--- src/rtl/hls_macc_arb.sv ---
// hls_macc_arb: round-robin arbiter that shares one hls_macc core among
// N_REQ requesters. One transaction at a time: grant, start the core, wait
// for ap_done (or time out), publish the captured result, return to idle.
//
// Ports
//   ap_clk        clock, all state changes on the rising edge
//   ap_rst_n      asynchronous active-low reset
//   req           per-requester level request
//   gnt           one-hot grant, held for the whole transaction
//   sel           index of the granted requester (external operand mux)
//   core_start    core ap_start, high while in RUN
//   core_done     core ap_done, only looked at while in RUN
//   core_out1..3, core_return   core result buses
//   res_out1..3,  res_return    captured results, stable until next capture
//   res_vld       one-cycle result strobe
//   res_id        requester index owning the result (valid with res_vld)
//   busy          high whenever the FSM is not idle
//   err_timeout   one-cycle abort strobe
//   txn_cnt       count of completed transactions, wraps at 16 bits
module hls_macc_arb #(
    parameter int N_REQ   = 4,
    parameter int TIMEOUT = 16,
    localparam int SEL_W  = $clog2(N_REQ)
) (
    input  logic              ap_clk,
    input  logic              ap_rst_n,
    input  logic [N_REQ-1:0]  req,
    output logic [N_REQ-1:0]  gnt,
    output logic [SEL_W-1:0]  sel,
    output logic              core_start,
    input  logic              core_done,
    input  logic [31:0]       core_out1,
    input  logic [31:0]       core_out2,
    input  logic [31:0]       core_out3,
    input  logic [31:0]       core_return,
    output logic [31:0]       res_out1,
    output logic [31:0]       res_out2,
    output logic [31:0]       res_out3,
    output logic [31:0]       res_return,
    output logic              res_vld,
    output logic [SEL_W-1:0]  res_id,
    output logic              busy,
    output logic              err_timeout,
    output logic [15:0]       txn_cnt
);

    typedef enum logic [1:0] {IDLE, RUN, DONE, ABORT} state_t;

    state_t            state, state_nxt;
    logic [7:0]        run_cnt;
    logic [SEL_W-1:0]  last;
    logic [SEL_W-1:0]  winner;
    logic [SEL_W-1:0]  rr_idx;
    logic              rr_found;
    logic              run_expired;

    // Counter reaches TIMEOUT on this RUN cycle's increment.
    assign run_expired = (run_cnt == 8'(TIMEOUT - 1));

    // Round-robin search: first requester at or after last+1, wrapping.
    always_comb begin
        winner   = '0;
        rr_idx   = '0;
        rr_found = 1'b0;
        for (int k = 1; k <= N_REQ; k++) begin
            rr_idx = SEL_W'((int'(last) + k) % N_REQ);
            if (!rr_found && req[rr_idx]) begin
                winner   = rr_idx;
                rr_found = 1'b1;
            end
        end
    end

    always_ff @(posedge ap_clk or negedge ap_rst_n) begin
        if (!ap_rst_n) begin
            state <= IDLE;
        end else begin
            state <= state_nxt;
        end
    end

    // Next state and state-decoded strobes; core_start depends only on the
    // state register so there is no combinational path from core_done.
    always_comb begin
        state_nxt   = state;
        core_start  = 1'b0;
        res_vld     = 1'b0;
        res_id      = '0;
        err_timeout = 1'b0;
        busy        = (state != IDLE);
        case (state)
            IDLE: begin
                if (|req) state_nxt = RUN;
            end
            RUN: begin
                core_start = 1'b1;
                // core_done wins over an expiring counter
                if (core_done)        state_nxt = DONE;
                else if (run_expired) state_nxt = ABORT;
            end
            DONE: begin
                res_vld   = 1'b1;
                res_id    = sel;
                state_nxt = IDLE;
            end
            ABORT: begin
                err_timeout = 1'b1;
                state_nxt   = IDLE;
            end
            default: state_nxt = IDLE;
        endcase
    end

    always_ff @(posedge ap_clk or negedge ap_rst_n) begin
        if (!ap_rst_n) begin
            gnt        <= '0;
            sel        <= '0;
            last       <= SEL_W'(N_REQ - 1);
            run_cnt    <= '0;
            res_out1   <= '0;
            res_out2   <= '0;
            res_out3   <= '0;
            res_return <= '0;
            txn_cnt    <= '0;
        end else begin
            case (state)
                IDLE: begin
                    if (|req) begin
                        gnt     <= {{(N_REQ-1){1'b0}}, 1'b1} << winner;
                        sel     <= winner;
                        last    <= winner;
                        run_cnt <= '0;
                    end
                end
                RUN: begin
                    if (core_done) begin
                        res_out1   <= core_out1;
                        res_out2   <= core_out2;
                        res_out3   <= core_out3;
                        res_return <= core_return;
                    end else begin
                        run_cnt <= run_cnt + 8'd1;
                    end
                end
                DONE: begin
                    gnt     <= '0;
                    txn_cnt <= txn_cnt + 16'd1;
                end
                ABORT: begin
                    gnt <= '0;
                end
                default: ;
            endcase
        end
    end

endmodule

--- config.mk ---
export PLATFORM = sky130hd
export DESIGN_NAME = hls_macc_arb
export DESIGN_NICKNAME = d
export VERILOG_FILES = /design/src/rtl/hls_macc_arb.sv
export SDC_FILE = /design/constraint.sdc
export NUM_CORES = 1
export LEC_CHECK = 0
export CAP_MARGIN = 0
export CORE_ASPECT_RATIO = 0.75
export CORE_MARGIN = 5
export CORE_UTILIZATION = 55
export DETAILED_ROUTE_END_ITERATION = 8
export DONT_BUFFER_PORTS = 1
export PLACE_DENSITY = 0.72
export SYNTH_ARGS = -nofsm -noshare
export SYNTH_HDL_FRONTEND = slang
export SYNTH_SLANG_ARGS = --single-unit
export TNS_END_PERCENT = 5
--- constraint.sdc ---
create_clock -name ap_clk -period 1.6 [get_ports ap_clk]
set_input_delay 0.16 -clock ap_clk [delete_from_list [all_inputs] [get_ports ap_clk]]
set_output_delay 0.16 -clock ap_clk [all_outputs]
set_load 0.005 [all_outputs]
==> results.json, run 1 <==
{
  "synth_cells": 419,
  "finalWeightedCongestion": 0.747,
  "run_status": "stopped before the end",
  "async_reset_ff_share_pct": 100,
  "synth_sequential_area_ratio_pct": 63.7,
  "ctsHtreeMaxLevel": 4,
  "cts_buffers": 17,
  "synth-edff-count": 0,
  "synthTopCellsByArea": "sky130_fd_sc_hd__dfrtp_1 63%, sky130_fd_sc_hd__mux2_1 21%, sky130_fd_sc_hd__mux2_2 1.9%",
  "clock_path_buffers": 2,
  "synth_top_cell_by_area": "sky130_fd_sc_hd__dfrtp_1",
  "number_of_placement_rows": 34,
  "synth_flop_cell": "sky130_fd_sc_hd__dfrtp_1",
  "clock_tree.root_cell": "sky130_fd_sc_hd__clkbuf_16",
  "synth_top_cell_area_share_pct": 62.8,
  "synth_seq_cells": 162,
  "boundaryPins": 291,
  "total_instance_count_after_detailed_placement": 555,
  "detailed_place.area_mm2": 0.00656,
  "die_y_um": 103,
  "count_of_buffers_inserted_at_the_top_level_ports": 0,
  "cts-resized-gates": 1,
  "die_width_um": 134,
  "synth_cell_type_count": 43,
  "cts_post_setup_buffers_inserted": 1,
  "cts_num_sinks": 162,
  "post_synth_instance_area_mm2": 0.00637,
  "warning_count_from_the_yosys_run": 0,
  "start_util_pct": 55.5,
  "hpwl_mm": 10.0,
  "cts_hold_buf": 118,
  "failing_step": "4_1_cts",
  "halt_reason": "[ERROR RSZ-0060] Max buffer count reached.",
  "synthesis.nets": 556,
  "avg_synthesized_cell_area_um2": 15.2
}
cell families after synthesis:
| logic type | Yosys count | synth area share [%] |
|---|---|---|
| compound gates | 13 | 1.51 |
| xor+xnor | 20 | 2.75 |
| fa+ha+maj | 2 | 0.393 |
| buf+inv | 20 | 1.85 |
| flops | 162 | 63.7 |
| mux | 132 | 23.3 |
| simple gates | 70 | 6.54 |
through the flow:
stage / util, % / worst slack, ns
after floorplan: - / 0.134
after global placement: 57.1 / 0.106
after detailed placement: 57.1 / 0.0586
cells in the mapped netlist (3+ instances only):
library cell              instances
sky130_fd_sc_hd__dfrtp_1        160
sky130_fd_sc_hd__mux2_1         120
sky130_fd_sc_hd__nand2_1         14
sky130_fd_sc_hd__nor2_1          14
sky130_fd_sc_hd__buf_2           13
sky130_fd_sc_hd__xnor2_1         13
sky130_fd_sc_hd__mux2_2          11
sky130_fd_sc_hd__nand4_1          9
sky130_fd_sc_hd__xor2_1           7
sky130_fd_sc_hd__nand3_1          6
sky130_fd_sc_hd__and2_1           4
sky130_fd_sc_hd__and3_1           4
sky130_fd_sc_hd__a21oi_1          3
sky130_fd_sc_hd__buf_6            3
sky130_fd_sc_hd__inv_1            3
==> run 2, diff against run 1 <==
Settings changed: CORE_ASPECT_RATIO 0.75 to default, CORE_UTILIZATION 55 to 40, PLACE_DENSITY 0.72 to default, PLACE_DENSITY_LB_ADDON from default to 0.15.
==> run 2 against run 1 <==
The flow now finishes, with violations (negative hold slack). Synthesized area is the same. Synthesized cell count is the same.
==> results.json, run 2 <==
{
  "run_status": "finished with violations",
  "failed_checks": "negative hold slack",
  "dr_total_vias": 3897,
  "synth.top_cells.by_count": "160 x sky130_fd_sc_hd__dfrtp_1, 120 x sky130_fd_sc_hd__mux2_1, 14 x sky130_fd_sc_hd__nand2_1, 14 x sky130_fd_sc_hd__nor2_1",
  "crit_path_end_kind": "flip-flop",
  "synth_seq_cells": 162,
  "grt_setup_unrepaired": "yes",
  "clock_path_buffers": 2,
  "worst-endpoint-required_ns": 1.89,
  "antenna_found_initial": 1,
  "start_util_pct": 40.4,
  "floorplan.core_area_mm2": 0.0158,
  "post_drt_wl_per_cell_um": 19.6,
  "maxSlewHeadroom_pct": 72.2,
  "timing_hold_violations_final": 162,
  "drtIter0Drc": 161,
  "worstPathArrival_ns": 1.86,
  "synth_sequential_area_ratio_pct": 63.7,
  "power.density_mw_per_mm2": 1730,
  "layout_commonest_cell": "sky130_fd_sc_hd__dfrtp_1",
  "rr_endpoint": "res_out3[18]$_DFFE_PN0P_",
  "layout_common_cells": "159 x sky130_fd_sc_hd__dfrtp_1, 129 x sky130_fd_sc_hd__dlygate4sd3_1, 119 x sky130_fd_sc_hd__mux2_1, 17 x sky130_fd_sc_hd__clkbuf_16",
  "finalWeightedCongestion": 0.730,
  "tritoncts": "done",
  "drt-pass1-iter-count": 4,
  "timing.critical_path.slowest_cell_delay_ns": 0.41,
  "r2r-start": "state[1]$_DFFE_PN0P_",
  "avg_synthesized_cell_area_um2": 15.2,
  "category_of_the_worst_setup_path_launch_point": "flip-flop",
  "cts_buffers": 17,
  "fmaxAchievable_mhz": 636,
  "groute.usage.overall_pct": 16.5,
  "max_cap_violations": 0,
  "crit_type": "reg2reg",
  "synth-edff-count": 0,
  "vdd_ir_drop_max_v": 0.000852,
  "boundaryPins": 291,
  "vias_per_cell": 4.90,
  "clk_transition_reported_paths_ns": 0.07,
  "fin_crit_ns": 1.57,
  "final.hold.worst_slack_ns": -0.570,
  "synth_top_cell_area_share_pct": 62.8,
  "pre_cts_ws_ns": 0.0197,
  "total_instance_count_after_detailed_placement": 631,
  "drc": 0,
  "path_delay_family": "buffers and inverters",
  "worst_slack_ns": 0.0284,
  "timing.critical_path.cells": "buf_4, nor2b_4, nand2_4, buf_12, buf_12, mux2_1",
  "hpwl_mm": 10.4,
  "critical_path.max_fanout": 21,
  "timing_max_transition_violations_final": 0,
  "warning_count_from_the_yosys_run": 0,
  "fin_skew_ns": 0.00764,
  "synth_cell_type_count": 43,
  "critPathMostFrequentCell": "sky130_fd_sc_hd__buf_12",
  "finalWirelength_mm": 15.6,
  "via_count_of_the_first_global_routing_pass": 4194,
  "nFillCells": 1276,
  "cts_hold_buf": 129,
  "layout-area-overhead-vs-synth_pct": 35.3,
  "synth_top_cell_by_area": "sky130_fd_sc_hd__dfrtp_1",
  "pin_count_of_the_biggest_net_entering_global_routing": 163,
  "synth.most_common_cell": "sky130_fd_sc_hd__dfrtp_1",
  "crit_path_top_delay_cell": "sky130_fd_sc_hd__dfrtp_2",
  "layout.nets": 703,
  "number_of_placement_rows": 46,
  "postLayoutCoreUtil_pct": 54.7,
  "detail-route-antenna-nets": 0,
  "async_reset_ff_share_pct": 100,
  "sum_neg_setup_slack_ns": 0,
  "count_of_buffers_inserted_at_the_top_level_ports": 0,
  "clock_tree.root_cell": "sky130_fd_sc_hd__clkbuf_16",
  "worst_r2r_path_depth": 6,
  "die-area_mm2": 0.0186,
  "cp_num_buf_inv": 3,
  "worst_skew_pair.late_latency_ns": 0.42,
  "layout_worst_path_cycle_share_pct": 98.2,
  "synth_flop_cell": "sky130_fd_sc_hd__dfrtp_1",
  "first_pass_grt_wire_length_mm": 23.6,
  "grt.overflow.total": 0,
  "cts_num_sinks": 162,
  "synthesis.nets": 556,
  "die_y_um": 136,
  "min_path_type": "in2async",
  "r2r_slack_ns": 0.03,
  "post_synth_instance_area_mm2": 0.00637,
  "setup_violations": 0,
  "ctsHtreeMaxLevel": 4,
  "layout-drive-gt1-share_pct": 13.3,
  "synth_cells": 419,
  "die_width_um": 136,
  "max_slew.worst_pin.slew_ns": 0.414,
  "power.leakage_uw": 0.00370,
  "synthTopCellsByArea": "sky130_fd_sc_hd__dfrtp_1 63%, sky130_fd_sc_hd__mux2_1 21%, sky130_fd_sc_hd__mux2_2 1.9%",
  "final_cells": 796
}
## run 2: cell counts after synthesis
Identical to the previous run, type by type.
## run 2: cells by family after synthesis
family          Yosys count  synth area share, %
compound gates           13                 1.51
xor+xnor                 20                 2.75
fa+ha+maj                 2                0.393
buf+inv                  20                 1.85
flops                   162                 63.7
mux                     132                 23.3
simple gates             70                 6.54
## run 2: power by group
part | switching (µW) | internal (µW) | leakage, µW
Clock | 1680 | 2190 | 0.000261
Combinational | 1360 | 2010 | 0.00149
Sequential | 1710 | 5990 | 0.00195
Total | 4750 | 10200 | 0.00370
## run 2: worst max-delay path by stage
stage	start	endpoint	slack, ns	cells after the start
after floorplan	state[1]$_DFFE_PN0P_	gnt[2]$_DFFE_PN0P_	0.13	5
after global placement	last[1]$_DFFE_PN1P_	sel[0]$_DFFE_PN0P_	0.11	3
after detailed placement	last[1]$_DFFE_PN1P_	gnt[1]$_DFFE_PN0P_	0.02	4
after CTS	last[1]$_DFFE_PN1P_	gnt[1]$_DFFE_PN0P_	0.002	4
after global routing	state[1]$_DFFE_PN0P_	res_out2[0]$_DFFE_PN0P_	-0.006	6
final	state[1]$_DFFE_PN0P_	res_out3[18]$_DFFE_PN0P_	0.03	6
## run 2: metal layers
metal  global-route usage (%)  routed length [µm]  part of all wire, %
met1                     18.5                5670                   36
met4                     5.60                 201                  1.3
met3                     7.11                1610                   10
met5                        0                   0                    0
met2                     28.3                8130                   52
## run 2: cell type report
cell class                 instances  area, µm²  share of cell area, %
tap                              216        270                   3.13
timing repair buffer             145       1490                   17.3
clock buffer                      18        439                   5.09
sequential                       162       4060                   47.1
clock inverter                    14        129                   1.49
multi-input combinational        237       2220                   25.8
inverter                           3       11.3                  0.131
antenna                            1       2.50                 0.0290
## run 2: metrics by stage
| step | total power, µW | instance area (µm²) |
|---|---|---|
| 6_report | 14900 | 8620 |
| 2_1_floorplan | 9510 | 6370 |
| 3_3_place_gp | 10600 | 6720 |
| 5_1_grt | 15800 | 8620 |
| 4_1_cts | 15000 | 8600 |
| 3_5_place_dp | 10800 | 6720 |
## run 2: what timing repair did
action / 4_1_cts / 5_1_grt
setup buffers: 3 / 0
cloned: 0 / 0
endpoints found under the setup margin: 2 / 14
endpoints found under the hold margin: 292 / 162
resized for setup: 2 / 5
pin swaps: 0 / 1
Note: power is estimated with default switching activity, not from simulation.
==> run 3, diff against run 2 <==
Settings changed: SETUP_SLACK_MARGIN from default to 0.3.
==> run 3 against run 2 <==
The flow finishes with violations (negative hold slack, negative setup slack). Setup slack worse by 0.029 ns. Fmax down 1.8%. Die area unchanged. Wire length up 0.99%. Critical endpoint is now res_out2[3]$_DFFE_PN0P_. Largest cell class unchanged. Largest power group unchanged.
==> results.json, run 3 (synthesized netlist as in run 2, its figures left out) <==
{
  "pin_count_of_the_biggest_net_entering_global_routing": 163,
  "detail-route-antenna-nets": 0,
  "diodes": 0,
  "cts_hold_buf": 129,
  "worst_slack_ns": -0.000252,
  "max_slew.worst_pin.slew_ns": 0.560,
  "layout.nets": 701,
  "vdd_ir_drop_max_v": 0.000860,
  "layout_worst_path_cycle_share_pct": 100,
  "crit_path_end_kind": "flip-flop",
  "postLayoutCoreUtil_pct": 56.3,
  "finalWirelength_mm": 15.8,
  "layout-area-overhead-vs-synth_pct": 39.3,
  "category_of_the_worst_setup_path_launch_point": "flip-flop",
  "power.leakage_uw": 0.00385,
  "final.hold.worst_slack_ns": -0.572,
  "die_width_um": 136,
  "failed_checks": "negative hold slack, negative setup slack",
  "critPathMostFrequentCell": "sky130_fd_sc_hd__buf_12",
  "setup_violations": 2,
  "die-area_mm2": 0.0186,
  "tritoncts": "done",
  "worst-endpoint-required_ns": 1.90,
  "timing.critical_path.slowest_cell_delay_ns": 0.43,
  "regArea_mm2": 0.00406,
  "drtIter0Drc": 126,
  "timing.critical_path.cells": "buf_12, nor2b_4, nand2_8, buf_12, mux2_1",
  "clk_transition_reported_paths_ns": 0.07,
  "start_util_pct": 40.4,
  "min_path_type": "in2async",
  "layout_commonest_cell": "sky130_fd_sc_hd__dfrtp_1",
  "timing_max_transition_violations_final": 0,
  "worstPathArrival_ns": 1.90,
  "die_y_um": 136,
  "sum_neg_setup_slack_ns": -0.000328,
  "max_cap_violations": 0,
  "fmaxAchievable_mhz": 625,
  "pre_cts_ws_ns": 0.0738,
  "detailed_place.area_mm2": 0.00669,
  "boundaryPins": 291,
  "first_pass_grt_wire_length_mm": 23.3,
  "floorplan.core_area_mm2": 0.0158,
  "drc": 0,
  "finalWeightedCongestion": 0.737,
  "dr_total_vias": 3913,
  "grt_setup_unrepaired": "yes",
  "timing_hold_violations_final": 162,
  "clock_tree.root_cell": "sky130_fd_sc_hd__clkbuf_16",
  "worst_r2r_path_depth": 5,
  "crit_path_top_delay_cell": "sky130_fd_sc_hd__dfrtp_2",
  "vias_per_cell": 4.93,
  "critical_path.max_fanout": 38,
  "run_status": "finished with violations",
  "r2r-start": "state[1]$_DFFE_PN0P_",
  "postLayoutCellArea_mm2": 0.00888,
  "ctsHtreeMaxLevel": 4,
  "cp_num_buf_inv": 2,
  "rr_endpoint": "res_out2[3]$_DFFE_PN0P_",
  "hpwl_mm": 10.3,
  "number_of_placement_rows": 46,
  "grt.overflow.total": 0,
  "clock_path_buffers": 2,
  "cts_num_sinks": 162,
  "layout-drive-gt1-share_pct": 20.8,
  "drt-pass1-iter-count": 4,
  "multi_input_area_mm2": 0.00247,
  "layout_common_cells": "157 x sky130_fd_sc_hd__dfrtp_1, 129 x sky130_fd_sc_hd__dlygate4sd3_1, 103 x sky130_fd_sc_hd__mux2_1, 19 x sky130_fd_sc_hd__mux2_4, 17 x sky130_fd_sc_hd__clkbuf_16",
  "antenna_found_initial": 0,
  "r2r_slack_ns": -0.0003,
  "power.density_mw_per_mm2": 1750,
  "worst_skew_pair.late_latency_ns": 0.42,
  "crit_type": "reg2reg",
  "post_drt_wl_per_cell_um": 19.9,
  "nFillCells": 1276,
  "fin_crit_ns": 1.60,
  "via_count_of_the_first_global_routing_pass": 4373,
  "cts_buffers": 17,
  "startpoint": "state[1]$_DFFE_PN0P_",
  "path_delay_family": "flip-flops",
  "maxSlewHeadroom_pct": 62.4,
  "count_of_buffers_inserted_at_the_top_level_ports": 0,
  "fin_skew_ns": 0.00767,
  "groute.usage.overall_pct": 16.4
}
==> run 3: worst max path at each step <==
stage | to | slack [ns] | cells past startpoint
after floorplan | gnt[2]$_DFFE_PN0P_ | 0.17 | 5
after global placement | gnt[2]$_DFFE_PN0P_ | 0.12 | 4
after detailed placement | sel[0]$_DFFE_PN0P_ | 0.07 | 3
after CTS | res_return[25]$_DFFE_PN0P_ | 0.01 | 5
after global routing | res_out1[7]$_DFFE_PN0P_ | -0.06 | 5
final | res_out2[3]$_DFFE_PN0P_ | -0.0003 | 5
==> run 3: layer usage <==
| layer | up-vias | routed length, µm | track usage (%) |
|---|---|---|---|
| met5 | - | 0 | 0 |
| met4 | 0 | 232 | 5.82 |
| met3 | 20 | 1620 | 7.85 |
| met2 | 182 | 8340 | 28.3 |
| met1 | 1953 | 5580 | 17.5 |
| li1 | 1758 | - | - |
==> run 3: layout make-up <==
class	count	area share (%)
clock buffers	18	4.95
clock inverters	14	1.72
inverters	3	0.127
multi-input cells	237	27.9
flip-flops and latches	162	45.7
well taps	216	3.04
repair buffers	143	16.6
==> run 3: power by group <==
group          internal (µW)  total (µW)  switching (µW)
clock                   2360        4060            1700
sequential              5990        7700            1710
combinational           2270        3740            1470
total                  10600       15500            4880
==> run 3: repair_timing <==
action,in CTS,in global routing
endpoints found under the setup margin,160,161
pin swaps,2,25
gates resized for setup,7,59
cloned,1,0
hold endpoints to repair,292,162
setup buffers,4,0
==> run 3: through the flow <==
step	hold WS, ns	cells	total power, µW
floorplan	-0.136	419	9630
global placement	-0.130	627	10600
detailed placement	-0.131	627	10700
CTS	-0.596	793	15300
global route	-0.611	793	16400
finish	-0.572	793	15500
==> run 4, diff against run 3 <==
Settings changed: CORE_UTILIZATION 40 to 54.
==> run 4 against run 3 <==
The run now fails in 4_1_cts. Synthesized area unchanged. Synthesized cell count did not move.
==> results.json, run 4 <==
{
  "synth_top_cell_by_area": "sky130_fd_sc_hd__dfrtp_1",
  "synth_seq_cells": 162,
  "async_reset_ff_share_pct": 100,
  "post_synth_fa_ha_maj_area_fraction_pct": 0.393,
  "synth.most_common_cell": "sky130_fd_sc_hd__dfrtp_1",
  "die_y_um": 119,
  "count_of_buffers_inserted_at_the_top_level_ports": 0,
  "cts_hold_buf": 120,
  "failing_step": "4_1_cts",
  "number_of_placement_rows": 39,
  "boundaryPins": 291,
  "post_synth_instance_area_mm2": 0.00637,
  "synth_flop_cell": "sky130_fd_sc_hd__dfrtp_1",
  "clock_tree.root_cell": "sky130_fd_sc_hd__clkbuf_16",
  "finalWeightedCongestion": 0.764,
  "die_width_um": 119,
  "cts_buffers": 17,
  "synth_sequential_area_ratio_pct": 63.7,
  "halt_reason": "[ERROR RSZ-0060] Max buffer count reached.",
  "synth_cell_type_count": 43,
  "synth-edff-count": 0,
  "synth_simple_gate_area_share_pct": 6.54,
  "synth_top_cell_area_share_pct": 62.8,
  "dominant_combinational_cell_family_by_area_after_synthesis": "multiplexers",
  "hpwl_mm": 10.4,
  "synth_cells": 419,
  "start_util_pct": 55.3,
  "synthesis.nets": 556,
  "synth.top_cells.by_count": "160 x sky130_fd_sc_hd__dfrtp_1, 120 x sky130_fd_sc_hd__mux2_1, 14 x sky130_fd_sc_hd__nand2_1, 14 x sky130_fd_sc_hd__nor2_1",
  "avg_synthesized_cell_area_um2": 15.2,
  "warning_count_from_the_yosys_run": 0,
  "synth_xor_xnor_area_share_pct": 2.75,
  "synthMuxAreaShare_pct": 23.3,
  "cts-resized-gates": 14,
  "run_status": "stopped before the end",
  "clock_path_buffers": 2,
  "cts_num_sinks": 162,
  "synthTopCellsByArea": "sky130_fd_sc_hd__dfrtp_1 63%, sky130_fd_sc_hd__mux2_1 21%, sky130_fd_sc_hd__mux2_2 1.9%",
  "ctsHtreeMaxLevel": 4,
  "synth_compound_area_share_pct": 1.51,
  "cts_post_setup_buffers_inserted": 6
}
-- run 4: cell counts after synthesis --
No cell type changed its count.
-- run 4: kinds of logic after synthesis --
| family | after synthesis |
|---|---|
| adder cells (fa/ha/maj) | 2 |
| flip-flops | 162 |
| AO/OA/AOI/OAI | 13 |
| AND/OR/NAND/NOR | 70 |
| multiplexers | 132 |
| XOR/XNOR | 20 |
| buffers and inverters | 20 |
-- run 4: stage by stage --
stage,utilization [%],instance area [µm²],cells,worst slack (ns),hold slack (ns)
after floorplan,-,6420,419,0.165,-0.136
after global placement,57.2,6590,555,0.102,-0.130
after detailed placement,57.2,6590,555,0.0630,-0.131
